## config.mk

```make
export PLATFORM = sky130hd
export DESIGN_NAME = uart_rx_flat
export DESIGN_NICKNAME = d
export VERILOG_FILES = /design/src/rtl/uart_rx_if.sv /design/src/rtl/uart_rx.sv /design/src/flat_wrapper.sv
export SDC_FILE = /design/constraint.sdc
export NUM_CORES = 1
export LEC_CHECK = 0
export ABC_AREA = 1
export CELL_PAD_IN_SITES_DETAIL_PLACEMENT = 1
export CELL_PAD_IN_SITES_GLOBAL_PLACEMENT = 1
export CORE_MARGIN = 2
export CORE_UTILIZATION = 24
export DETAILED_ROUTE_END_ITERATION = 12
export PLACE_DENSITY_LB_ADDON = 0.3
export SETUP_SLACK_MARGIN = 0.3
export SYNTH_ARGS = -nofsm -noshare
export SYNTH_HDL_FRONTEND = slang
export SYNTH_SLANG_ARGS = --single-unit
```

## constraint.sdc

```tcl
create_clock -name clk -period 1.95 [get_ports clk]
set_input_delay 0.195 -clock clk [delete_from_list [all_inputs] [get_ports clk]]
set_output_delay 0.195 -clock clk [all_outputs]
set_load 0.02 [all_outputs]
```

## src/rtl/uart_rx_if.sv

```systemverilog
`default_nettype none
// ============================================================================
//  Module      : uart_rx_if
//  Description : Serial line input and received-byte status bundle for
//                uart_rx. The receiver uses the master view, a consumer the
//                slave view.
//  Revision    : 1.0  initial release
// ============================================================================
interface uart_rx_if;
  logic       rx;
  logic [7:0] data_out;
  logic       data_valid;
  logic       frame_err;
  logic       parity_err;
  logic       busy;

  modport master (
    input  rx,
    output data_out, data_valid, frame_err, parity_err, busy
  );

  modport slave (
    output rx,
    input  data_out, data_valid, frame_err, parity_err, busy
  );
endinterface
`default_nettype wire

```

## src/rtl/uart_rx.sv

```systemverilog
`default_nettype none
// ============================================================================
//  Module      : uart_rx
//  Description : UART receiver, 8N1 by default. Defining UART_RX_PARITY_EN
//                adds an even parity bit between the data and stop bits.
//                A single baud down-counter times every bit.
//  Revision    : 1.0  initial release
// ============================================================================
module uart_rx #(
  parameter int CLKS_PER_BIT = 1042
) (
  input  wire logic clk,
  input  wire logic rst,
  uart_rx_if.master bus
);

  localparam int              CW          = $clog2(CLKS_PER_BIT);
  localparam logic [CW-1:0]   FULL_RELOAD = CW'(CLKS_PER_BIT - 1);
  localparam logic [CW-1:0]   HALF_RELOAD = CW'(CLKS_PER_BIT / 2 - 1);

  typedef enum logic [2:0] {
    IDLE      = 3'd0,
    START     = 3'd1,
    DATA      = 3'd2,
`ifdef UART_RX_PARITY_EN
    PARITY    = 3'd3,
`endif
    STOP      = 3'd4,
    WAIT_HIGH = 3'd5
  } state_t;

  state_t        state;
  state_t        state_next;
  logic          rx_meta;
  logic          rxs;
  logic [CW-1:0] cnt;
  logic [CW-1:0] cnt_reload;
  logic          cnt_zero;
  logic [2:0]    bit_cnt;
  logic [7:0]    shift;
  logic [7:0]    data_q;
  logic          valid_q;
  logic          ferr_q;
  logic          shift_en;
  logic          frame_ok;
  logic          frame_bad;
`ifdef UART_RX_PARITY_EN
  logic          parity_bad;
  logic          parity_en;
  logic          parity_fail;
  logic          perr_q;
`endif

  assign cnt_zero = (cnt == '0);

  // Two-flop synchronizer; idle-high reset value avoids a false start bit.
  always_ff @(posedge clk) begin
    if (rst) begin
      rx_meta <= 1'b1;
      rxs     <= 1'b1;
    end else begin
      rx_meta <= bus.rx;
      rxs     <= rx_meta;
    end
  end

  // State register.
  always_ff @(posedge clk) begin
    if (rst) state <= IDLE;
    else     state <= state_next;
  end

  // Next-state decode and one-shot frame strobes.
  always_comb begin
    state_next = state;
    shift_en   = 1'b0;
    frame_ok   = 1'b0;
    frame_bad  = 1'b0;
`ifdef UART_RX_PARITY_EN
    parity_en   = 1'b0;
    parity_fail = 1'b0;
`endif
    case (state)
      IDLE:      if (!rxs) state_next = START;
      START:     if (cnt_zero) state_next = rxs ? IDLE : DATA;
      DATA: begin
        if (cnt_zero) begin
          shift_en = 1'b1;
          if (bit_cnt == 3'd7) begin
`ifdef UART_RX_PARITY_EN
            state_next = PARITY;
`else
            state_next = STOP;
`endif
          end
        end
      end
`ifdef UART_RX_PARITY_EN
      PARITY: begin
        if (cnt_zero) begin
          parity_en  = 1'b1;
          state_next = STOP;
        end
      end
`endif
      STOP: begin
        if (cnt_zero) begin
          // A bad stop bit outranks a parity mismatch.
          if (!rxs) begin
            frame_bad  = 1'b1;
            state_next = WAIT_HIGH;
          end
`ifdef UART_RX_PARITY_EN
          else if (parity_bad) begin
            parity_fail = 1'b1;
            state_next  = IDLE;
          end
`endif
          else begin
            frame_ok   = 1'b1;
            state_next = IDLE;
          end
        end
      end
      WAIT_HIGH: if (rxs) state_next = IDLE;
      default:   state_next = IDLE;
    endcase
  end

  // Reload value for the baud counter, chosen by the state being entered.
  always_comb begin
    cnt_reload = '0;
    case (state_next)
      START:   cnt_reload = HALF_RELOAD;
      DATA:    cnt_reload = FULL_RELOAD;
`ifdef UART_RX_PARITY_EN
      PARITY:  cnt_reload = FULL_RELOAD;
`endif
      STOP:    cnt_reload = FULL_RELOAD;
      default: cnt_reload = '0;
    endcase
  end

  // Baud counter: reload on any state change or expiry, else count down.
  always_ff @(posedge clk) begin
    if (rst)                                    cnt <= '0;
    else if (cnt_zero || (state_next != state)) cnt <= cnt_reload;
    else                                        cnt <= cnt - CW'(1);
  end

  // Bit counter and LSB-first shift register.
  always_ff @(posedge clk) begin
    if (rst) begin
      bit_cnt <= 3'd0;
      shift   <= 8'h00;
    end else if (state == IDLE && !rxs) begin
      bit_cnt <= 3'd0;
    end else if (shift_en) begin
      bit_cnt <= bit_cnt + 3'd1;
      shift   <= {rxs, shift[7:1]};
    end
  end

`ifdef UART_RX_PARITY_EN
  // Even parity: the received bit must equal the XOR of the data bits.
  always_ff @(posedge clk) begin
    if (rst)            parity_bad <= 1'b0;
    else if (parity_en) parity_bad <= rxs ^ (^shift);
  end
`endif

  // Registered outputs: pulses and data_out appear the cycle after STOP samples.
  always_ff @(posedge clk) begin
    if (rst) begin
      data_q  <= 8'h00;
      valid_q <= 1'b0;
      ferr_q  <= 1'b0;
`ifdef UART_RX_PARITY_EN
      perr_q  <= 1'b0;
`endif
    end else begin
      valid_q <= frame_ok;
      ferr_q  <= frame_bad;
`ifdef UART_RX_PARITY_EN
      perr_q  <= parity_fail;
`endif
      if (frame_ok) data_q <= shift;
    end
  end

  assign bus.data_out   = data_q;
  assign bus.data_valid = valid_q;
  assign bus.frame_err  = ferr_q;
`ifdef UART_RX_PARITY_EN
  assign bus.parity_err = perr_q;
`else
  assign bus.parity_err = 1'b0;
`endif
  assign bus.busy       = (state != IDLE);

endmodule
`default_nettype wire
```

## src/flat_wrapper.sv

```systemverilog
// flat-port wrapper written by rule: the top's interface ports become plain ports
module uart_rx_flat 
#(
  parameter int CLKS_PER_BIT = 1042
)
  (clk, rst, bus_rx, bus_data_out, bus_data_valid, bus_frame_err, bus_parity_err, bus_busy);
  uart_rx_if bus_i ();
  input  wire logic clk;
  input  wire logic rst;
  input wire logic [$bits(bus_i.rx)-1:0] bus_rx;
  output wire logic [$bits(bus_i.data_out)-1:0] bus_data_out;
  output wire logic [$bits(bus_i.data_valid)-1:0] bus_data_valid;
  output wire logic [$bits(bus_i.frame_err)-1:0] bus_frame_err;
  output wire logic [$bits(bus_i.parity_err)-1:0] bus_parity_err;
  output wire logic [$bits(bus_i.busy)-1:0] bus_busy;
  assign bus_i.rx = bus_rx;
  assign bus_data_out = bus_i.data_out;
  assign bus_data_valid = bus_i.data_valid;
  assign bus_frame_err = bus_i.frame_err;
  assign bus_parity_err = bus_i.parity_err;
  assign bus_busy = bus_i.busy;
  uart_rx #(.CLKS_PER_BIT(CLKS_PER_BIT)) u_core (.clk(clk), .rst(rst), .bus(bus_i));
endmodule
```

# Yosys cells after proc, flatten, opt, wreduce, memory -nomap -nowiden
# Cells that the tools add are included.
# classes
n_bitwise	3
n_reduce_logical	10
n_mux	17
n_addsub	2
eq_ne	9
# ops
op	count
$pmux W11 S2	1
$mux W3	7
$pmux W3 S5	1
$eq A3 B3 Y1 const B	4
$logic_not A11 Y1	1
$mux W11	1
$sub A11 B1 Y11 const B	1
$eq A3 B1 Y1 const B	2
$eq A3 B2 Y1 const B	2
$mux W1	6
$reduce_or A2 Y1	2
$add A3 B1 Y3 const B	1
$logic_not A3 Y1	1
$ne A3 B3 Y1	1
$not A1 Y1	3
$reduce_bool A3 Y1	1
$reduce_or A3 Y1	1
$mux W2	1
$reduce_and A2 Y1	1
$logic_and A1 B1 Y1	1
$logic_not A1 Y1	1
$logic_or A1 B1 Y1	1
# word_totals
output_inout_bits	12
elab_cells	50
in_bits	3
ff_bits	37

# Logic depth before layout (Yosys ltp)
# depth
ltp_word	8
mapped_depth	13
ltp_nobuf	13

# Worst setup path before layout
# Ideal clock, no wire load.
# synth_path
path_kind	register to register
from	reg u_core.cnt[0]
to	reg u_core.cnt[5]
path_buffers	0
t_arrival_ns	1.571
setup_time_ns	0.121
path_stages_with_launch	14
t_required_ns	1.829
slack_ns	0.258
synth_period_minus_slack_ns	1.692
path_cell_list	dfxtp_1 inv_1 ha_1 inv_1 nor2_2 nand2_2 nor2_8 nand2_1 nand3_2 nand3_2 nand3_4 nor2_8 inv_4 nor2_4
# synth_via
elab_chain_len	6
elab_cells_between_ends	9
classes_between	add/sub: 1; eq/ne: 1; mux: 5; reduce/logical: 2
# synth_rtl
element	line	source
start, declared	uart_rx.sv:36	logic [CW-1:0] cnt;
start signal, assigned	uart_rx.sv:147	else if (cnt_zero || (state_next != state)) cnt <= cnt_reload;
start signal, assigned	uart_rx.sv:148	else cnt <= cnt - CW'(1);
$logic_not A11 Y1	uart_rx.sv:54	assign cnt_zero = (cnt == '0);
$mux W3 (on tied branches)	uart_rx.sv:107, uart_rx.sv:85, uart_rx.sv:87	
$pmux W3 S5	uart_rx.sv:83	case (state)
$ne A3 B3 Y1	uart_rx.sv:147	
$logic_or A1 B1 Y1	uart_rx.sv:147	
$mux W11 (*)	uart_rx.sv:147	
# Every way passes the cells marked *; elsewhere a longest branch is shown, timed or not.
# A chain may end at the register's enable or synchronous reset.

# Worst setup path after layout
# layout_path
from	reg u_core.cnt[0]
to	reg u_core.cnt[1]
# Same word-level chain as after synthesis.

==> run_results.csv <==
group,metric,value,unit
critical_path,crit_required,2180,ps
drt,first_iter_violations,16,
layout,layout_commonest_cell,"nor2_1",
grt,grt_pass1_vias,1562,
power,p_clk_share,16.8,%
drt,first_pass_iters,4,
yosys,synth_top_area_cell,"dfxtp_1",
floorplan,ios,15,
floorplan,die_w,90.16,µm
critical_path,cp-start-kind,"register",
layout,layout_common_cells,"nor2_1, dfxtp_1, nand2_1",
power,p_sw,1505,µW
sta,report.final.slew_viol_count,0,
layout,fin_util,31.96,%
layout,antennaDiodeCount,0,
clocking,cts_sinks,37,
yosys,syn-num-nets,225,
grt,antenna_found_initial,0,
yosys,synth_top_family_by_area,"simple AND/OR/NAND/NOR gates",
yosys,ys_ff_latch,37,
floorplan,die_area,8129,µm²
grt,gr-usage-met1,13.89,%
power,power,3362,µW
clocking,cts_root_buf,"clkbuf_8",
yosys,yosysSeqAreaShare,41.57,%
grt,overflow,0,
grt,use_met2,19.86,%
layout,area_delta_synth_final,29.42,%
power,internal_power,1857,µW
drt,drc_errors,0,
sta,period_share,83.90,%
grt,grt_max_degree,14,
critical_path,endpoint_kind,"register",
layout,seqCellArea,747.0,µm²
drt,routed_wirelength,4299,µm
sta,skew,4.555,ps
yosys,synthMuxAreaShare,0,%
power,p_leak,0.001007,µW
critical_path,cp_data_arrival_time,1870,ps
yosys,avgSynthCellArea,8.173,µm²
drt,routedWlPerCell,12.42,µm
place,dp_hpwl,3127,µm
yosys,synth-adder-area-share,2.809,%
sta,setup_viol,0,
yosys,yosys.area_share.simple,34.48,%
grt,use_met3,2.934,%
sta,fin_tns_setup,0,ps
clocking,clk_pin_slew_worst_paths,80,ps
yosys,synth-compound-area-share,10.11,%
clocking,cts_tree,"done",
layout,drive_gt1_share,29.96,%
power,comb_power_share,53.2,%
yosys,ys_warn_count,0,
critical_path,worst_path_max_delay_cell,"dfxtp_2",
floorplan,die_h,90.16,µm
clocking,clk_latency,290,ps
sta,fmax,611.2,MHz
grt,busiest_layer,"met2",
clocking,htreeDepth,2,
clocking,ctsHoldBuffers,0,
yosys,yosys.area_share.xor_xnor,4.424,%
place,place_ws,65.51,ps
sta,setup_slack,313.9,ps
yosys,synthTopCellsByArea,"dfxtp_1, nor2_1, nand2_1",
power,pwr-share-seq,30.0,%
sta,hold_ws,418.6,ps
layout,multi_input_area,1016,µm²
yosys,synthDistinctLibCells,35,
sta,grt_setup_unrepaired,"yes",
yosys,syn-cell-area,1782,µm²
drt,vias,1471,
layout,nFillCells,881,
floorplan,core-area,7214,µm²
grt,grt_usage,11.50,%
place,portBuffers,13,
critical_path,critPathMaxFanout,6,
power,swShare,44.77,%
floorplan,rows,31,
drt,drtAntennaViolNets,0,
layout,layout.nets,253,
status,outcome,"finished, final reports clean",
drt,routed_via_density,4.251,
critical_path,max_stage_delay,360,ps
hold_path,hp-class,"reg2reg",
yosys,yosys.area.top_type_share,41.57,%
run,cap_violations,0,
sta,period_minus_slack,1636,ps
critical_path,worstSetupPathType,"reg2reg",
clocking,clk_path_buf_depth,2,
clocking,cts_buffers,5,
critical_path,critical_path.cell_chain,"inv_4 > ha_4 > inv_2 > nor2_4 > nand2_4 > nor2_8 > buf_6 > a41oi_4 > nand3_4 > nor2_8 > inv_8 > nor2_4",
power,power_density,1458,nW/µm²
power,ir_worst_vdd,0.0003610,V
floorplan,initial_core_util,24.70,%
sta,hold_viol,0,
place,gp_congestion,0.7716,
grt,grt_pass1_wl,7527,µm
yosys,netlist_instances,218,
==> what timing repair did <==
action | CTS | global route
setup endpoints to repair | 32 | 27
buffers inserted | 6 | 3
resized for setup | 16 | 15
cloned | 0 | 1
pin swaps | 9 | 8
hold endpoints to repair | 0 | 0
==> registers in the layout, indices dropped and copies added (netlist names) <==
register / flops
u_core.cnt: 11
u_core.bus.data_out: 8
u_core.shift: 8
u_core.bit_cnt: 3
u_core.state: 3
u_core.bus.data_valid: 1
u_core.bus.frame_err: 1
u_core.rx_meta: 1
u_core.rxs: 1
==> routing by layer <==
metal | wire (µm) | part of all wire [%] | up-vias
li1 | - | - | 754
met1 | 2005 | 47 | 695
met2 | 2122 | 49 | 14
met3 | 111 | 2.6 | 8
met4 | 58 | 1.3 | 0
met5 | 0 | 0 | -
==> cell families after synthesis <==
family | count (synthesis)
and+or+nand+nor | 109
DFF | 37
AOI/OAI and AO/OA | 30
buffers and inverters | 28
xor gates and xnor gates | 9
adders and majority gates | 4
other | 1
==> critical path: cells and delay by family (launching register included) <==
family                     cells  cell delay, ps
adders and majority gates      1             160
AOI/OAI and AO/OA              1             220
DFF                            1             360
and+or+nand+nor                6             550
buffers and inverters          4             280
==> power groups by stage <==
stage	Clock (µW)	Sequential, µW	Combinational [µW]
floorplan	0	976	1220
global placement	0	1000	1460
detailed placement	0	1010	1470
CTS	600	1010	1680
global route	621	1020	2000
finish	564	1010	1790
==> cell usage after synthesis <==
cell type	instances
o21ai_2	1
inv_2	5
inv_1	17
nand4_1	6
nor2_2	9
xnor2_1	4
clkbuf_1	1
xor2_1	5
a21oi_1	8
or2_2	2
and3_1	1
nor2_8	2
ha_1	4
buf_2	2
nand2_1	24
nor2_1	39
nand3_2	4
nor3_1	1
nand4_2	1
a211oi_1	1
conb_1	1
inv_4	1
nor2_4	4
nor3_2	2
nand3_1	7
dfxtp_1	37
o21ai_0	17
buf_1	1
buf_4	1
nand3_4	2
o21ai_1	1
a41oi_4	1
nand3b_1	1
a31oi_1	1
nand2_2	4
==> stage by stage <==
stage / cells / area (µm²)
2_1_floorplan: 218 / 1784
3_3_place_gp: 328 / 2036
3_5_place_dp: 328 / 2036
4_1_cts: 342 / 2225
5_1_grt: 346 / 2306
6_report: 346 / 2306
==> worst paths after layout <==
path / cells after the start / startpoint / slack [ps] / endpoint
setup / recovery: 12 / u_core.cnt[0] / 310 / u_core.cnt[1]
hold / removal: 1 / u_core.rx_meta / 420 / u_core.rxs
hold reg to reg: 1 / u_core.rx_meta / 420 / u_core.rxs
setup reg to reg: 12 / u_core.cnt[0] / 310 / u_core.cnt[1]
==> area by class of cell <==
class                   count  share of cell area [%]
well taps                  99                   5.372
clock inverters             3                  0.9224
repair buffers             25                   9.658
flip-flops and latches     37                   32.39
multi-input cells         153                   44.06
clock buffers               5                   2.984
inverters                  23                   4.395
repair inverters            1                  0.2170
No activity file was read; power rests on OpenSTA's default activity.
